`src/rtl/vga_pkg.sv`:
```
// Shared display geometry and the boss movement state type.
// Constants only; no logic, no latency, no flow control.
// Consumed by the boss movement, draw and hitbox blocks.
package vga_pkg;

    localparam int HOR_PIXELS = 1280;
    localparam int VER_PIXELS = 800;
    localparam int BOSS_LNG   = 128;
    localparam int BOSS_HGT   = 128;

    typedef enum logic [1:0] {
        WAIT = 2'd0,
        RISE = 2'd1,
        FALL = 2'd2,
        DASH = 2'd3
    } boss_state_t;

endpackage

```
`src/rtl/boss_target_sel.sv`:
```
// Picks the x position of the highest-aggro player; ties go to the lowest index.
// Purely combinational, zero latency.
// No flow control; the caller decides when to sample tgt_x.
module boss_target_sel #(
    parameter int N_PLAYERS = 2
) (
    input  logic [N_PLAYERS-1:0][11:0] player_x,
    input  logic [N_PLAYERS-1:0][3:0]  player_aggro,
    output logic [11:0]                tgt_x
);

    logic [3:0] best_aggro;

    always_comb begin
        best_aggro = player_aggro[0];
        tgt_x      = player_x[0];
        // Strict compare keeps the earlier player on equal aggro
        for (int i = 1; i < N_PLAYERS; i++) begin
            if (player_aggro[i] > best_aggro) begin
                best_aggro = player_aggro[i];
                tgt_x      = player_x[i];
            end
        end
    end

endmodule

```
`src/rtl/boss_move_ctrl.sv`:
```
// Boss movement FSM: alternates arcing jumps and ground dashes toward the top-aggro player.
// Outputs registered, updated one cycle after each qualifying frame tick.
// No backpressure; ticks with game_active != 1 simply freeze all state.
module boss_move_ctrl
    import vga_pkg::*;
#(
    parameter int N_PLAYERS   = 2,
    parameter int GROUND_Y    = VER_PIXELS - 52 - BOSS_HGT,
    parameter int X_MIN       = BOSS_LNG,
    parameter int X_MAX       = HOR_PIXELS - BOSS_LNG,
    parameter int X_RESET     = HOR_PIXELS / 4,
    parameter int JUMP_HEIGHT = 350,
    parameter int JUMP_SPEED  = 9,
    parameter int FALL_SPEED  = 9,
    parameter int MOVE_STEP   = 5,
    parameter int DASH_STEP   = 12,
    parameter int DASH_EVERY  = 3,
    parameter int WAIT_TICKS  = 30
) (
    input  logic                       clk,
    input  logic                       rst_n,
    input  logic                       frame_tick,
    input  logic [1:0]                 game_active,
    input  logic [N_PLAYERS-1:0][11:0] player_x,
    input  logic [N_PLAYERS-1:0][3:0]  player_aggro,
    output logic [11:0]                boss_x,
    output logic [11:0]                boss_y,
    output logic                       airborne,
    output logic                       facing,
    output logic                       landed
);

    localparam int WC_W  = $clog2(WAIT_TICKS + 1);
    localparam int ATK_W = $clog2(DASH_EVERY);

    localparam logic signed [12:0] GY_S       = 13'(GROUND_Y);
    localparam logic signed [12:0] RISE_LIM_S = 13'(GROUND_Y - JUMP_HEIGHT + JUMP_SPEED);
    localparam logic signed [12:0] XMIN_S     = 13'(X_MIN);
    localparam logic signed [12:0] XMAX_S     = 13'(X_MAX);
    localparam logic signed [12:0] JUMP_S     = 13'(JUMP_SPEED);
    localparam logic signed [12:0] FALL_S     = 13'(FALL_SPEED);
    localparam logic signed [12:0] MOVE_S     = 13'(MOVE_STEP);
    localparam logic signed [12:0] DASH_S     = 13'(DASH_STEP);

    boss_state_t      state, state_nxt;
    logic [11:0]      boss_x_nxt, boss_y_nxt, dash_tgt, dash_tgt_nxt, tgt_x;
    logic [WC_W-1:0]  wait_cnt, wait_cnt_nxt;
    logic [ATK_W-1:0] atk_cnt, atk_cnt_nxt;
    logic             facing_nxt, landed_nxt, tick;

    logic signed [12:0] x_s, y_s, tgt_s, dt_s;
    logic signed [12:0] air_x, dash_diff, dash_dist, dash_x, tgt_clamp;

    boss_target_sel #(.N_PLAYERS(N_PLAYERS)) u_target_sel (
        .player_x     (player_x),
        .player_aggro (player_aggro),
        .tgt_x        (tgt_x)
    );

    assign tick  = frame_tick && (game_active == 2'd1);
    assign x_s   = signed'({1'b0, boss_x});
    assign y_s   = signed'({1'b0, boss_y});
    assign tgt_s = signed'({1'b0, tgt_x});
    assign dt_s  = signed'({1'b0, dash_tgt});

    // Airborne drift saturates at the arena edges instead of overshooting
    assign air_x = facing ? ((x_s + MOVE_S > XMAX_S) ? XMAX_S : x_s + MOVE_S)
                          : ((x_s - MOVE_S < XMIN_S) ? XMIN_S : x_s - MOVE_S);

    assign dash_diff = dt_s - x_s;
    assign dash_dist = (dash_diff < 0) ? -dash_diff : dash_diff;
    assign dash_x    = (dash_diff < 0) ? x_s - DASH_S : x_s + DASH_S;
    assign tgt_clamp = (tgt_s < XMIN_S) ? XMIN_S : ((tgt_s > XMAX_S) ? XMAX_S : tgt_s);

    assign airborne = (state == RISE) || (state == FALL);

    always_comb begin
        state_nxt    = state;
        boss_x_nxt   = boss_x;
        boss_y_nxt   = boss_y;
        dash_tgt_nxt = dash_tgt;
        wait_cnt_nxt = wait_cnt;
        atk_cnt_nxt  = atk_cnt;
        facing_nxt   = facing;
        landed_nxt   = 1'b0;
        if (tick) begin
            case (state)
                WAIT: begin
                    if (wait_cnt != '0) begin
                        wait_cnt_nxt = wait_cnt - 1'b1;
                    end else begin
                        facing_nxt = (tgt_x < boss_x) ? 1'b0 : 1'b1;
                        if (atk_cnt == ATK_W'(DASH_EVERY - 1)) begin
                            state_nxt    = DASH;
                            atk_cnt_nxt  = '0;
                            dash_tgt_nxt = 12'(tgt_clamp);
                        end else begin
                            state_nxt   = RISE;
                            atk_cnt_nxt = atk_cnt + 1'b1;
                        end
                    end
                end
                RISE: begin
                    boss_x_nxt = 12'(air_x);
                    if (y_s > RISE_LIM_S) boss_y_nxt = 12'(y_s - JUMP_S);
                    else                  state_nxt  = FALL;
                end
                FALL: begin
                    boss_x_nxt = 12'(air_x);
                    if (y_s + FALL_S < GY_S) begin
                        boss_y_nxt = 12'(y_s + FALL_S);
                    end else begin
                        boss_y_nxt   = 12'(GY_S);
                        landed_nxt   = 1'b1;
                        wait_cnt_nxt = WC_W'(WAIT_TICKS);
                        state_nxt    = WAIT;
                    end
                end
                DASH: begin
                    if (dash_dist <= DASH_S) begin
                        boss_x_nxt   = dash_tgt;
                        wait_cnt_nxt = WC_W'(WAIT_TICKS);
                        state_nxt    = WAIT;
                    end else begin
                        boss_x_nxt = 12'(dash_x);
                    end
                end
                default: state_nxt = WAIT;
            endcase
        end
    end

    always_ff @(posedge clk or negedge rst_n) begin
        if (!rst_n) begin
            state    <= WAIT;
            boss_x   <= 12'(X_RESET);
            boss_y   <= 12'(GROUND_Y);
            dash_tgt <= 12'(X_RESET);
            wait_cnt <= '0;
            atk_cnt  <= '0;
            facing   <= 1'b1;
            landed   <= 1'b0;
        end else begin
            state    <= state_nxt;
            boss_x   <= boss_x_nxt;
            boss_y   <= boss_y_nxt;
            dash_tgt <= dash_tgt_nxt;
            wait_cnt <= wait_cnt_nxt;
            atk_cnt  <= atk_cnt_nxt;
            facing   <= facing_nxt;
            landed   <= landed_nxt;
        end
    end

endmodule

```
`config.mk`:
```
export PLATFORM = sky130hd
export DESIGN_NAME = boss_move_ctrl
export DESIGN_NICKNAME = d
export VERILOG_FILES = /design/src/rtl/vga_pkg.sv /design/src/rtl/boss_target_sel.sv /design/src/rtl/boss_move_ctrl.sv
export SDC_FILE = /design/constraint.sdc
export NUM_CORES = 1
export LEC_CHECK = 0
export BUFFER_PORTS_ARGS = -buffer_cell sky130_fd_sc_hd__buf_4
export CORE_ASPECT_RATIO = 1.25
export CORE_MARGIN = 2
export CORE_UTILIZATION = 46
export CTS_CLUSTER_DIAMETER = 60
export CTS_CLUSTER_SIZE = 25
export DETAILED_ROUTE_END_ITERATION = 16
export PLACE_DENSITY = 0.65
export SYNTH_ARGS = -nofsm -noshare
export SYNTH_HDL_FRONTEND = slang
export SYNTH_SLANG_ARGS = --single-unit
```
`constraint.sdc`:
```
create_clock -name clk -period 10.2 [get_ports clk]
set_clock_uncertainty 0.1 [all_clocks]
set_input_delay 0.51 -clock clk [delete_from_list [all_inputs] [get_ports clk]]
set_output_delay 0.51 -clock clk [all_outputs]
set_load 0.005 [all_outputs]
```
=== Word level (Yosys, flattened, before mapping) ===
Cells that the tools add are included.

* Add/sub/neg operators: 10
* Order comparisons: 10
* Equal/unequal tests: 11
* Muxes and demuxes: 28
* Bitwise operators: 1
* Reductions and logical operators: 14

{| class="wikitable"
|+ Operator list
! cell !! number
|-
| 2-to-1 mux 12 bit || 10
|-
| one-hot mux 12 bit (2 select lines) || 2
|-
| subtractor 12 x 4 -> 12 bit, second input constant || 2
|-
| 2-to-1 mux 5 bit || 3
|-
| one-hot mux 5 bit (3 select lines) || 1
|-
| adder 12 x 3 -> 13 bit, second input constant || 1
|-
| adder 12 x 4 -> 13 bit, second input constant || 1
|-
| greater-than comparator 13 x 12 -> 1 bit, second input constant || 1
|-
| <= comparator 13 x 5 -> 1 bit, second input constant || 1
|-
| < comparator 13 x 1 -> 1 bit, second input constant || 1
|-
| < comparator 13 x 11 -> 1 bit, second input constant || 1
|-
| < comparator 13 x 9 -> 1 bit, second input constant || 1
|-
| 2-to-1 mux 13 bit || 1
|-
| negation 13 bit || 1
|-
| subtractor 12 x 12 -> 13 bit || 1
|-
| subtractor 12 x 3 -> 13 bit, second input constant || 1
|-
| adder 12 x 4 -> 12 bit, second input constant || 1
|-
| greater-than comparator 12 x 11 -> 1 bit, second input constant || 1
|-
| greater-than comparator 12 x 9 -> 1 bit, second input constant || 1
|-
| < comparator 12 bit || 1
|-
| < comparator 12 x 8 -> 1 bit, second input constant || 1
|-
| 2-to-1 mux 2 bit || 6
|-
| != test 2 bit, second input constant || 5
|-
| AND reduction 5 bit || 2
|-
| 19 further kinds || 27
|}

* Flip-flop bits (word level): 47
* Logic and storage cells: 82

=== Longest topological paths before layout ===
* Depth after elaboration: 6
* Depth in mapped cells: 20
* Mapped depth without buffers: 19

=== By module ===
From an unflattened synthesis, not the netlist that was laid out.

* Cells, all modules: 670
* Area, all modules: 5,367.6 sq um

{| class="wikitable"
|+ By module, submodules not included
! module !! instances !! cells an instance !! area each (sq um)
|-
| boss_move_ctrl || 1 || 644 || 5,102.4
|-
| boss_target_sel || 1 || 26 || 265.3
|}

=== Worst setup path after synthesis ===
OpenSTA, ideal clock, no wires.

* Path type: reg2reg
* Start: register boss_x[2]
* End: register boss_x[10]
* Library setup time: 123 ps
* Data arrival time: 4,548 ps
* Required time: 9,977 ps
* Path slack: 5,429 ps
* Stages on the path, launching flop included: 21
* Path buffers: 2
* Cell sequence: dfrtp_1 > clkbuf_1 > inv_1 > ha_1 > nand2b_1 > a21o_1 > a311oi_1 > a211o_1 > buf_2 > clkinv_1 > ha_1 > a21o_1 > a21oi_1 > nor2b_1 > o21a_1 > o21ai_0 > nand2b_1 > a21oi_1 > xor2_1 > o2111ai_1 > o221a_1

* Longest elaborated chain between the ends: 6

{| class="wikitable"
|+ RTL lines
! what !! RTL line !! text
|-
| start, declared || boss_move_ctrl.sv:26 || <nowiki>output logic [11:0] boss_x,</nowiki>
|-
| start signal, assigned || boss_move_ctrl.sv:136 || <nowiki>boss_x <= 12'(X_RESET);</nowiki>
|-
| start signal, assigned || boss_move_ctrl.sv:145 || <nowiki>boss_x <= boss_x_nxt;</nowiki>
|-
| subtractor 12 x 12 -> 13 bit || boss_move_ctrl.sv:70 || <nowiki>assign dash_diff = dt_s - x_s;</nowiki>
|-
| negation 13 bit or < comparator 13 x 1 -> 1 bit (tied branches) || boss_move_ctrl.sv:71, boss_move_ctrl.sv:72 ||
|-
| 2-to-1 mux 13 bit || boss_move_ctrl.sv:71 || <nowiki>assign dash_dist = (dash_diff < 0) ? -dash_diff : dash_diff;</nowiki>
|-
| <= comparator 13 x 5 -> 1 bit || boss_move_ctrl.sv:120 || <nowiki>if (dash_dist <= DASH_S) begin</nowiki>
|-
| 2-to-1 mux 12 bit || boss_move_ctrl.sv:120 ||
|-
| one-hot mux 12 bit (2 select lines) (*) || boss_move_ctrl.sv:87 || <nowiki>case (state)</nowiki>
|}

Mark *: on every way between the ends. The rest lies on a longest branch, timed or not.
A chain may end at the register's enable or synchronous reset.

=== Final worst setup path ===
Same ends and word-level chain as after synthesis.

==> run_results.csv <==
group,metric,value,unit
outcome,status,"finished, final reports clean",
final_layout,fin_cells,854,
drt,totalWireLength,16700,um
critical_path,r2r-end,"boss_x[10]$_DFFE_PN0P_",
final_layout,layout_common_cells,"buf_4 (66), nand2_1 (50), a21oi_1 (49), nor2_1 (48), ha_1 (47)",
grt,grt_max_degree,48,
floorplanning,num_rows,44,
logic_synthesis,synth_nets,759,
final_layout,register_area,0.00119,mm^2
floorplanning,die_area,0.0125,mm^2
timing,finalHoldViolCount,0,
timing,period_share,0.562,
logic_synthesis,synth_seq_area_share,0.223,
power,power,1.56,mW
clocking,path_clk_slew,0.07,ns
final_layout,drive_gt1_frac,0.165,
timing,finalSetupViolations,0,
critical_path,cp_num_buf_inv,2,
timing,relSlewSlack,0.210,
power,leakagePower,2.61,nW
logic_synthesis,synth-seq-cells,47,
critical_path,cp.required,10.29,ns
drt,ant_nets,0,
drt,wl_met3,595,um
power,peakVddDrop,0.0000966,V
clocking,clk_path_buf_depth,2,
timing,fmax,0.174,GHz
power,powerDensity,260,mW/mm^2
logic_synthesis,syn_area,0.00534,mm^2
critical_path,path_cells,"inv_1, ha_1, nand2b_1, a21o_1, a311oi_1, a211o_1, clkinv_1, ha_1, a21o_1, a21oi_1, nor2b_1, o21a_1, o21ai_0, nand2b_1, a21oi_1, xor2_1, o2111ai_1, o221a_1",
timing,worstMarginPinSlew,1.18,ns
clocking,cts_resized,0,
critical_path,slowest_delay,0.66,ns
logic_synthesis,synth_cell_type_count,77,
drt,wl_met2,8630,um
grt,grt_pass1_wl,27300,um
timing,grt_setup_unrepaired,"false",
critical_path,cp.depth,18,
critical_path,crit_type,"reg2reg",
clocking,cts-root-buf,"clkbuf_16",
grt,gr-total-overflow,0,
timing,drv_slew,0,
critical_path,crit_start,"boss_x[2]$_DFFE_PN0P_",
logic_synthesis,ys_top_cells_by_area,"dfrtp_1 (17%), ha_1 (11%), dfstp_2 (4.9%)",
clocking,insertion_delay,0.30,ns
logic_synthesis,yosys_warnings,0,
critical_path,cp-endpoint,"boss_x[10]$_DFFE_PN0P_",
drt,via_count,5470,
logic_synthesis,synth_edf_count,0,
critical_path,cp_max_fo,14,
clocking,holdBufCountCts,0,
floorplanning,fp.dieH,124,um
critical_path,worstSetupEndpointType,"flip-flop",
grt,grt_pass1_vias,5310,
final_layout,fin_util,0.524,
drt,vias_per_cell,6.41,
final_layout,antenna_cells,0,
grt,grt_use_total,0.269,
logic_synthesis,synth-async-reset-ratio,1.00,
run,maxCapViolCount,0,
logic_synthesis,synth_ff_type,"dfrtp_1",
critical_path,cp-start-kind,"flip-flop",
logic_synthesis,yosys.area.top_type,"dfrtp_1",
drt,first_iter_violations,407,
floorplanning,die_x,100,um
final_layout,final_common_cell,"buf_4",
critical_path,cp.arrival,5.82,ns
logic_synthesis,netlist_instances,673,
floorplanning,start_util,0.466,
critical_path,ff2ff_path_depth,18,
critical_path,reg2reg_from,"boss_x[2]$_DFFE_PN0P_",
placed_design,place.port_buffers,63,
worst_hold_path,min_path_type,"in2async",
drt,wirelength_met1,6760,um
timing,period_minus_slack,5.73,ns
logic_synthesis,synth.avg_cell_area,7.93,um^2
final_layout,final_net_count,801,
placed_design,place.gp.congestion,1.05,
logic_synthesis,post-synth-top-area-fraction,0.173,
final_layout,multi_input_area,0.00386,mm^2
clocking,htreeDepth,2,
timing,fin_setup_tns,0,ns
grt,antenna_found_initial,0,
clocking,post_cts_buffers,0,
drt,routedWlPerCell,19.5,um
placed_design,dpl.cell_count,846,
clocking,cts_sinks,47,
drt,drc_errors,0,
critical_path,reg2reg_slack,4.47,ns
floorplanning,io_pins,64,
floorplanning,core_area,0.0115,mm^2
critical_path,cp_top_family,"compound AO/OA/AOI/OAI gates",
placed_design,place.detailed.hpwl,12800,um
final_layout,area_delta_synth_final,12.4,%
critical_path,cpMaxStageDelayCell,"dfrtp_1",
drt,top_layer,"met4",
final_layout,fillers,1129,
clocking,cts_tree,"built",
drt,drt_first_pass_iters,5,
clocking,tritoncts.num_buffers,5,
[cells by family after synthesis]
group	after synthesis	synth area share
AOI/OAI and AO/OA	234	0.301
and+or+nand+nor	226	0.215
buffers and inverters	69	0.0539
adders and majority gates	49	0.118
DFF	47	0.223
muxes	25	0.0511
xor gates and xnor gates	23	0.0391
[cell type report]
| class | count | share of cell area |
|---|---|---|
| timing repair buffer | 66 | 0.0825 |
| sequential | 47 | 0.198 |
| inverter | 38 | 0.0238 |
| tap | 138 | 0.0288 |
| clock inverter | 3 | 0.00250 |
| multi-input combinational | 557 | 0.644 |
| clock buffer | 5 | 0.0208 |
[worst register-to-register path, stage by stage (launching register included)]
cell,delay [ns]
dfrtp_1,0.66
inv_1,0.28
ha_1,0.47
nand2b_1,0.14
a21o_1,0.23
a311oi_1,0.61
a211o_1,0.47
clkinv_1,0.49
ha_1,0.49
a21o_1,0.20
a21oi_1,0.21
nor2b_1,0.07
o21a_1,0.17
o21ai_0,0.21
nand2b_1,0.08
a21oi_1,0.19
xor2_1,0.19
o2111ai_1,0.14
o221a_1,0.26
[routing by layer]
| layer | GRT usage | vias to the layer above |
|---|---|---|
| li1 | - | 2636 |
| met1 | 0.322 | 2629 |
| met2 | 0.484 | 160 |
| met3 | 0.0269 | 45 |
| met4 | 0.110 | 0 |
| met5 | 0 | - |
[per-stage QoR]
stage          worst slack [ns]  hold WS [ns]  cell area, um^2
6_report                   4.47         0.143             6000
5_1_grt                    4.02         0.187             6000
4_1_cts                    4.53         0.162             6000
3_5_place_dp               4.55         0.405             5860
3_3_place_gp               4.78         0.392             5860
2_1_floorplan              5.43         0.114             5340
[Yosys cell counts, types with 6 or more instances]
| cell | count |
|---|---|
| nand2_1 | 50 |
| a21oi_1 | 49 |
| nor2_1 | 48 |
| ha_1 | 47 |
| o21ai_0 | 40 |
| dfrtp_1 | 37 |
| inv_1 | 35 |
| clkbuf_1 | 25 |
| nand3_1 | 22 |
| nor3_1 | 20 |
| xnor2_1 | 16 |
| mux2_2 | 14 |
| o21a_1 | 14 |
| a21o_1 | 12 |
| nand4_1 | 11 |
| a31oi_1 | 10 |
| and3_1 | 10 |
| dfstp_2 | 10 |
| mux2i_1 | 10 |
| a211oi_1 | 9 |
| a221oi_1 | 9 |
| nor2b_1 | 9 |
| a22o_1 | 8 |
| a22oi_1 | 8 |
| nor4_1 | 8 |
| o22ai_1 | 8 |
| or2_2 | 8 |
| or3_1 | 8 |
| a211o_1 | 7 |
| nand2b_1 | 7 |
| o21ai_1 | 6 |
| o31ai_1 | 6 |
| xor2_1 | 6 |
[sequential cells by signal (all words and copies together) (netlist names)]
signal,cells
boss_x,12
boss_y,12
dash_tgt,12
wait_cnt,5
atk_cnt,2
state,2
facing,1
landed,1
[worst min path at each step]
stage	startpoint	endpoint	slack [ns]	cells after the start
final	rst_n	atk_cnt[0]$_DFFE_PN0P_	0.14	1
after detailed placement	atk_cnt[1]$_DFFE_PN0P_	atk_cnt[1]$_DFFE_PN0P_	0.41	1
after global placement	atk_cnt[1]$_DFFE_PN0P_	atk_cnt[1]$_DFFE_PN0P_	0.39	1
after CTS	rst_n	dash_tgt[11]$_DFFE_PN0P_	0.16	1
after global routing	rst_n	boss_x[11]$_DFFE_PN0P_	0.19	1
after floorplan	rst_n	atk_cnt[0]$_DFFE_PN0P_	0.11	0
[where the power goes]
part	total, mW	switching, mW	internal, mW
sequential	0.363	0.120	0.243
combinational	1.03	0.591	0.441
clock	0.167	0.0772	0.0898
total	1.56	0.788	0.774
(Power assumes the default switching activity.)
